### src/rtl/approx_adder_err_monitor.sv
// ---------------------------------------------------------------------------
// approx_adder_err_monitor
//
// Purpose:
//   Downstream error-metric checker for an approximate adder built from
//   `axa` approximate LSB cells and `fa` exact MSB cells (W = axa + fa).
//   For every accepted sample it recomputes the exact sum A+B+Cin, compares
//   it with the adder's own result {ApxCout, ApxSum} and derives the error
//   distance ED = |exact - approx|. Over a window of NSAMP accepted samples
//   it accumulates the number of erroneous samples, the ED sum and the
//   largest ED.
//
// Ports:
//   clk, rst_n            rising-edge clock, asynchronous active-low reset
//   Start                 begin a window (honoured only in IDLE or DONE)
//   In_valid / In_ready   sample handshake
//   Cin, A, B             adder operands
//   ApxSum, ApxCout       approximate adder result
//   Busy                  window in progress (RUN or DRAIN)
//   Done                  window complete, results valid and held
//   ErrCount              samples with ED != 0
//   ErrDistSum            sum of ED over the window (sized so it cannot wrap)
//   MaxErrDist            largest ED seen in the window
//
// Handshake: a sample transfers on a rising edge where In_valid and
// In_ready are both 1. In_ready is a registered level that is high only in
// RUN and does not depend on In_valid. The source must hold the sample
// stable while In_valid is high and In_ready is low; In_valid and the
// sample lines are ignored whenever In_ready is low.
//
// Timing: a sample accepted at edge k is in S1 after k, in S2 after k+1 and
// in the accumulators after k+2. The window's last accept moves the FSM to
// DRAIN at edge k; DRAIN lasts two cycles, so the edge entering DONE is the
// same edge that folds the last sample into the statistics.
// ---------------------------------------------------------------------------
module approx_adder_err_monitor #(
  parameter int axa   = 3,
  parameter int fa    = 5,
  parameter int NSAMP = 256,
  localparam int W    = axa + fa,
  localparam int CW   = $clog2(NSAMP + 1),
  localparam int SW   = W + 1 + CW
) (
  input  logic          clk,
  input  logic          rst_n,
  input  logic          Start,
  input  logic          In_valid,
  output logic          In_ready,
  input  logic          Cin,
  input  logic [W-1:0]  A,
  input  logic [W-1:0]  B,
  input  logic [W-1:0]  ApxSum,
  input  logic          ApxCout,
  output logic          Busy,
  output logic          Done,
  output logic [CW-1:0] ErrCount,
  output logic [SW-1:0] ErrDistSum,
  output logic [W:0]    MaxErrDist
);

  typedef enum logic [1:0] {
    S_IDLE  = 2'd0,
    S_RUN   = 2'd1,
    S_DRAIN = 2'd2,
    S_DONE  = 2'd3
  } state_e;

  localparam logic [CW-1:0] LAST_IDX = CW'(NSAMP - 1);

  // -------------------------------------------------------------------------
  // Control FSM (state plus registered handshake/status outputs)
  // -------------------------------------------------------------------------
  state_e        state_q;
  logic [CW-1:0] cnt_q;       // accepted samples so far in this window
  logic          drain_q;     // second DRAIN cycle marker
  logic          in_ready_q;
  logic          busy_q;
  logic          done_q;

  logic accept;
  logic start_take;

  assign accept     = In_valid && in_ready_q;
  // Start only has an effect when no window is in flight.
  assign start_take = Start && ((state_q == S_IDLE) || (state_q == S_DONE));

  always_ff @(posedge clk or negedge rst_n) begin
    if (!rst_n) begin
      state_q    <= S_IDLE;
      cnt_q      <= '0;
      drain_q    <= 1'b0;
      in_ready_q <= 1'b0;
      busy_q     <= 1'b0;
      done_q     <= 1'b0;
    end else begin
      case (state_q)
        S_IDLE, S_DONE: begin
          if (Start) begin
            state_q    <= S_RUN;
            cnt_q      <= '0;
            drain_q    <= 1'b0;
            in_ready_q <= 1'b1;
            busy_q     <= 1'b1;
            done_q     <= 1'b0;
          end
        end
        S_RUN: begin
          if (accept) begin
            if (cnt_q == LAST_IDX) begin
              state_q    <= S_DRAIN;
              drain_q    <= 1'b0;
              in_ready_q <= 1'b0;
            end
            cnt_q <= cnt_q + 1'b1;
          end
        end
        S_DRAIN: begin
          if (drain_q) begin
            state_q <= S_DONE;
            busy_q  <= 1'b0;
            done_q  <= 1'b1;
          end else begin
            drain_q <= 1'b1;
          end
        end
        default: begin
          state_q    <= S_IDLE;
          in_ready_q <= 1'b0;
          busy_q     <= 1'b0;
          done_q     <= 1'b0;
        end
      endcase
    end
  end

  assign In_ready = in_ready_q;
  assign Busy     = busy_q;
  assign Done     = done_q;

  // -------------------------------------------------------------------------
  // S1: exact sum and approximate result, W+1 bits each
  // -------------------------------------------------------------------------
  logic         s1_valid_q;
  logic [W:0]   s1_exact_q;
  logic [W:0]   s1_apx_q;
  logic [W:0]   exact_d;

  assign exact_d = {1'b0, A} + {1'b0, B} + {{W{1'b0}}, Cin};

  always_ff @(posedge clk or negedge rst_n) begin
    if (!rst_n) begin
      s1_valid_q <= 1'b0;
      s1_exact_q <= '0;
      s1_apx_q   <= '0;
    end else begin
      s1_valid_q <= accept;
      if (accept) begin
        s1_exact_q <= exact_d;
        s1_apx_q   <= {ApxCout, ApxSum};
      end
    end
  end

  // -------------------------------------------------------------------------
  // S2: error distance. The magnitude is formed by picking the subtraction
  // order with an unsigned compare, so a wrap error (e.g. exact 0x100 vs
  // approx 0x0FF) yields the true distance rather than a modular residue.
  // -------------------------------------------------------------------------
  logic         s2_valid_q;
  logic [W:0]   ed_q;
  logic [W:0]   ed_d;

  always_comb begin
    ed_d = '0;
    if (s1_exact_q >= s1_apx_q) begin
      ed_d = s1_exact_q - s1_apx_q;
    end else begin
      ed_d = s1_apx_q - s1_exact_q;
    end
  end

  always_ff @(posedge clk or negedge rst_n) begin
    if (!rst_n) begin
      s2_valid_q <= 1'b0;
      ed_q       <= '0;
    end else begin
      s2_valid_q <= s1_valid_q;
      if (s1_valid_q) begin
        ed_q <= ed_d;
      end
    end
  end

  // -------------------------------------------------------------------------
  // Accumulate stage. Results stay visible through DONE and clear on the
  // edge that takes a new Start.
  // -------------------------------------------------------------------------
  logic [CW-1:0] err_cnt_q, err_cnt_d;
  logic [SW-1:0] ed_sum_q, ed_sum_d;
  logic [W:0]    ed_max_q, ed_max_d;

  always_comb begin
    err_cnt_d = err_cnt_q;
    ed_sum_d  = ed_sum_q;
    ed_max_d  = ed_max_q;
    if (start_take) begin
      err_cnt_d = '0;
      ed_sum_d  = '0;
      ed_max_d  = '0;
    end else if (s2_valid_q) begin
      err_cnt_d = err_cnt_q + CW'(ed_q != '0);
      ed_sum_d  = ed_sum_q + SW'(ed_q);
      if (ed_q > ed_max_q) begin
        ed_max_d = ed_q;
      end
    end
  end

  always_ff @(posedge clk or negedge rst_n) begin
    if (!rst_n) begin
      err_cnt_q <= '0;
      ed_sum_q  <= '0;
      ed_max_q  <= '0;
    end else begin
      err_cnt_q <= err_cnt_d;
      ed_sum_q  <= ed_sum_d;
      ed_max_q  <= ed_max_d;
    end
  end

  assign ErrCount   = err_cnt_q;
  assign ErrDistSum = ed_sum_q;
  assign MaxErrDist = ed_max_q;

endmodule
### config.mk
export PLATFORM = sky130hd
export DESIGN_NAME = approx_adder_err_monitor
export DESIGN_NICKNAME = d
export VERILOG_FILES = /design/src/rtl/approx_adder_err_monitor.sv
export SDC_FILE = /design/constraint.sdc
export NUM_CORES = 1
export LEC_CHECK = 0
export BUFFER_PORTS_ARGS = -buffer_cell sky130_fd_sc_hd__buf_2
export CORE_MARGIN = 2
export CORE_UTILIZATION = 43
export CTS_BUF_LIST = sky130_fd_sc_hd__clkbuf_16
export DETAILED_ROUTE_END_ITERATION = 10
export SLEW_MARGIN = 20
export SYNTH_ARGS = -nofsm -noshare
export SYNTH_HDL_FRONTEND = slang
export SYNTH_SLANG_ARGS = --single-unit
export TNS_END_PERCENT = 100
### constraint.sdc
create_clock -name clk -period 3.2 [get_ports clk]
set_clock_uncertainty 0.2 [all_clocks]
set_input_delay 0.48 -clock clk [delete_from_list [all_inputs] [get_ports clk]]
set_output_delay 0.48 -clock clk [all_outputs]
set_load 0.005 [all_outputs]
==> flow_summary.ini <==
[status]
outcome = complete, but fails checks
violations = hold timing

[floorplan]
die_x_microns = 115
ios = 69
coreArea_sq_mm = 0.0120
start_util = 0.439
dieArea_sq_mm = 0.0131
rows = 40
die_h_microns = 115

[place]
gp_congestion = 0.876
place_area_sq_mm = 0.00572
dp_hpwl_microns = 8750
post-place-ws_ps = 422
numPortBuffers = 68
dp.cells = 773

[sta]
fmax_ghz = 0.359
maxSlewViolCount = 0
fin_ws_ps = 415
rsz0062_at_grt = no
slew_headroom = 0.507
setup_viol = 0
final.period_utilization = 0.870
hold_viol_final = 30
setup_tns_ps = 0
fin_hold_ws_ps = -44.4
period_needed_ps = 2790
tightestPinTransition_ps = 739

[worst_setup_path]
startpoint_type = flip-flop
crit_family = compound AO/OA/AOI/OAI gates
slowest_stage = dfrtp_1
reg2regPathDepth = 8
critPathBufInv = 1
critPathKind = flip-flop to flip-flop
max_stage_delay_ps = 420
worstPathMaxFanout = 6
r2r_slack_ps = 410
cp.depth = 8
crit_path_end_kind = flip-flop
crit_chain = inv_1, ha_1, and3b_4, o311a_4, o41ai_4, a21oi_2, a221o_1, a22o_1
cp.required_ps = 3230
arrival_ps = 2820

[clock_network]
cts_resized = 0
clk_path_buf_depth = 2
h-tree-depth = 3
hold_buffers = 0
clk_pin_slew_ps = 60
cts-root-buf = clkbuf_16
clock_latency_ps = 340
cts_tree = yes
cts_setup_buffers = 0
cts_sinks = 80
cts_buffers = 9

[run]
maxCapViolCount = 0

[yosys]
yosysUniqueCellTypes = 70
synth.net_count = 655
synth_edf_count = 0
syn_inst = 571
ys.flop_type = dfrtp_1
ys_ff_latch = 80
ys_async_sr_fraction = 1.00
synth-seq-area-share = 0.381
postSynthAreaPerCell_sq_um = 9.21
netlist_area_sq_mm = 0.00526
yosysWarnings = 0

[global_routing]
grt_overflow_total = 0
grt_pass1_wl_microns = 19900
grt_max_degree = 81
grt_pass1_vias = 4276
antenna_found_initial = 0
track_usage = 0.188

[final_layout]
final_nets = 721
fill_cells = 1134
antenna_cells = 0
postLayoutCellArea_sq_mm = 0.00601
area_growth_pct = 14.3
final_layout_size_suffix_gt1_frac = 0.165
layoutNonFillerInstCount = 788

[route]
first_iter_violations = 236
highest_layer = met4
routed_via_density = 5.54
drt-met1-wl_microns = 5740
first_pass_iters = 4
drc = 0
antenna_left = 0
vias = 4365
routed_wl_microns = 11700
wl_met3_microns = 371
wl_per_cell_microns = 14.9
wl_met2_microns = 5390

[pwr]
power_leakage_nw = 2.93
power_density_mw_per_mm2 = 795
ir_drop_mv = 0.322
total_power_w = 0.00477

[min_path]
hold_path.class = input port to async pin
-- placed cells by master (no fill, tap or decap), types with 3 or more instances in the layout --
cell,n
fa_1,5
a31oi_1,4
dfrtp_1,80
o21ai_0,58
xor2_1,12
a21o_1,16
and3_1,6
or3_1,15
a221o_1,6
buf_4,4
clkinv_1,3
clkbuf_16,9
buf_2,67
a21oi_1,41
nand3b_1,4
mux2i_1,12
nand3_1,22
a22o_1,6
nand2_1,48
nor2_1,46
inv_1,41
ha_1,49
o221ai_1,4
nand4_1,7
nor2b_1,5
xnor2_1,5
nor3_1,4
a211oi_1,6
-- cell type report --
class / count / area [sq um] / area share
timing repair buffer: 72 / 377 / 0.0627
multi-input combinational: 432 / 3000 / 0.500
clock inverter: 6 / 60.1 / 0.0100
sequential: 80 / 2000 / 0.333
clock buffer: 9 / 225 / 0.0375
tap: 147 / 184 / 0.0306
inverter: 42 / 158 / 0.0262
-- where the power goes --
group	internal, W	switching, W
Clock	0.000597	0.000416
Sequential	0.00126	0.000281
Combinational	0.000954	0.00126
-- cells in the mapped netlist, types with 4 or more instances --
cell	n	area, sq um
nand3b_1	4	30.0
nand2_1	48	180
nand4_1	7	43.8
inv_1	41	154
a21oi_1	41	205
xor2_1	12	105
a31oi_1	4	25.0
or3_1	15	93.8
ha_1	49	613
nor2_1	46	173
nor2b_1	5	31.3
and3_1	6	37.5
a21o_1	16	120
nand3_1	22	110
fa_1	5	100
dfrtp_1	80	2000
clkbuf_1	11	41.3
a22o_1	6	52.6
nor3_1	4	20.0
o221ai_1	4	35.0
mux2i_1	12	120
xnor2_1	5	43.8
a221o_1	6	60.1
o21ai_0	58	290
a211oi_1	6	45.0
-- registers in the layout (all words and copies together) (netlist names), 2 cells and up --
| name | count |
|---|---|
| ErrCount | 9 |
| ErrDistSum | 18 |
| MaxErrDist | 9 |
| cnt_q | 9 |
| ed_q | 9 |
| s1_apx_q | 9 |
| s1_exact_q | 9 |
| state_q | 2 |
-- through the flow --
| stage | hold slack [ps] | util |
|---|---|---|
| after global routing | 52.8 | 0.502 |
| after floorplan | -15.6 | - |
| after detailed placement | 308 | 0.478 |
| final | -44.4 | 0.502 |
| after CTS | 133 | 0.502 |
| after global placement | 297 | 0.478 |
-- worst register-to-register path, delay by kind of cell, from the launching register on --
kind / cells / cell delay [ps]
adders and majority gates: 1 / 350
AOI/OAI and AO/OA: 5 / 1420
and+or+nand+nor: 1 / 200
DFF: 1 / 420
buffers and inverters: 1 / 100
-- logic make-up (layout without fill, tap and decap cells) --
logic type / after synthesis / after routing / synth area share
simple gates: 176 / 176 / 0.167
compound gates: 172 / 172 / 0.215
flops: 80 / 80 / 0.381
buf+inv: 59 / 129 / 0.0483
fa+ha+maj: 54 / 54 / 0.136
xor+xnor: 17 / 17 / 0.0283
mux: 13 / 13 / 0.0250
-- worst paths after layout --
kind,end,startpoint
setup reg to reg,ed_q[5]$_DFFE_PN0P_,s1_exact_q[1]$_DFFE_PN0P_
max in group asynchronous,s1_apx_q[1]$_DFFE_PN0P_,rst_n
hold reg to reg,s1_exact_q[5]$_DFFE_PN0P_,s1_exact_q[5]$_DFFE_PN0P_
hold / removal,MaxErrDist[5]$_DFFE_PN0P_,rst_n
min in group clk,s1_apx_q[1]$_DFFE_PN0P_,ApxSum[1]
setup / recovery,ed_q[5]$_DFFE_PN0P_,s1_exact_q[1]$_DFFE_PN0P_
-- routing by layer --
metal	global-route usage	vias up
li1	-	2180
met1	0.250	2089
met2	0.307	82
met3	0.0281	14
met4	0.0805	0
met5	0	-
Note: power is estimated with default switching activity, not from simulation.
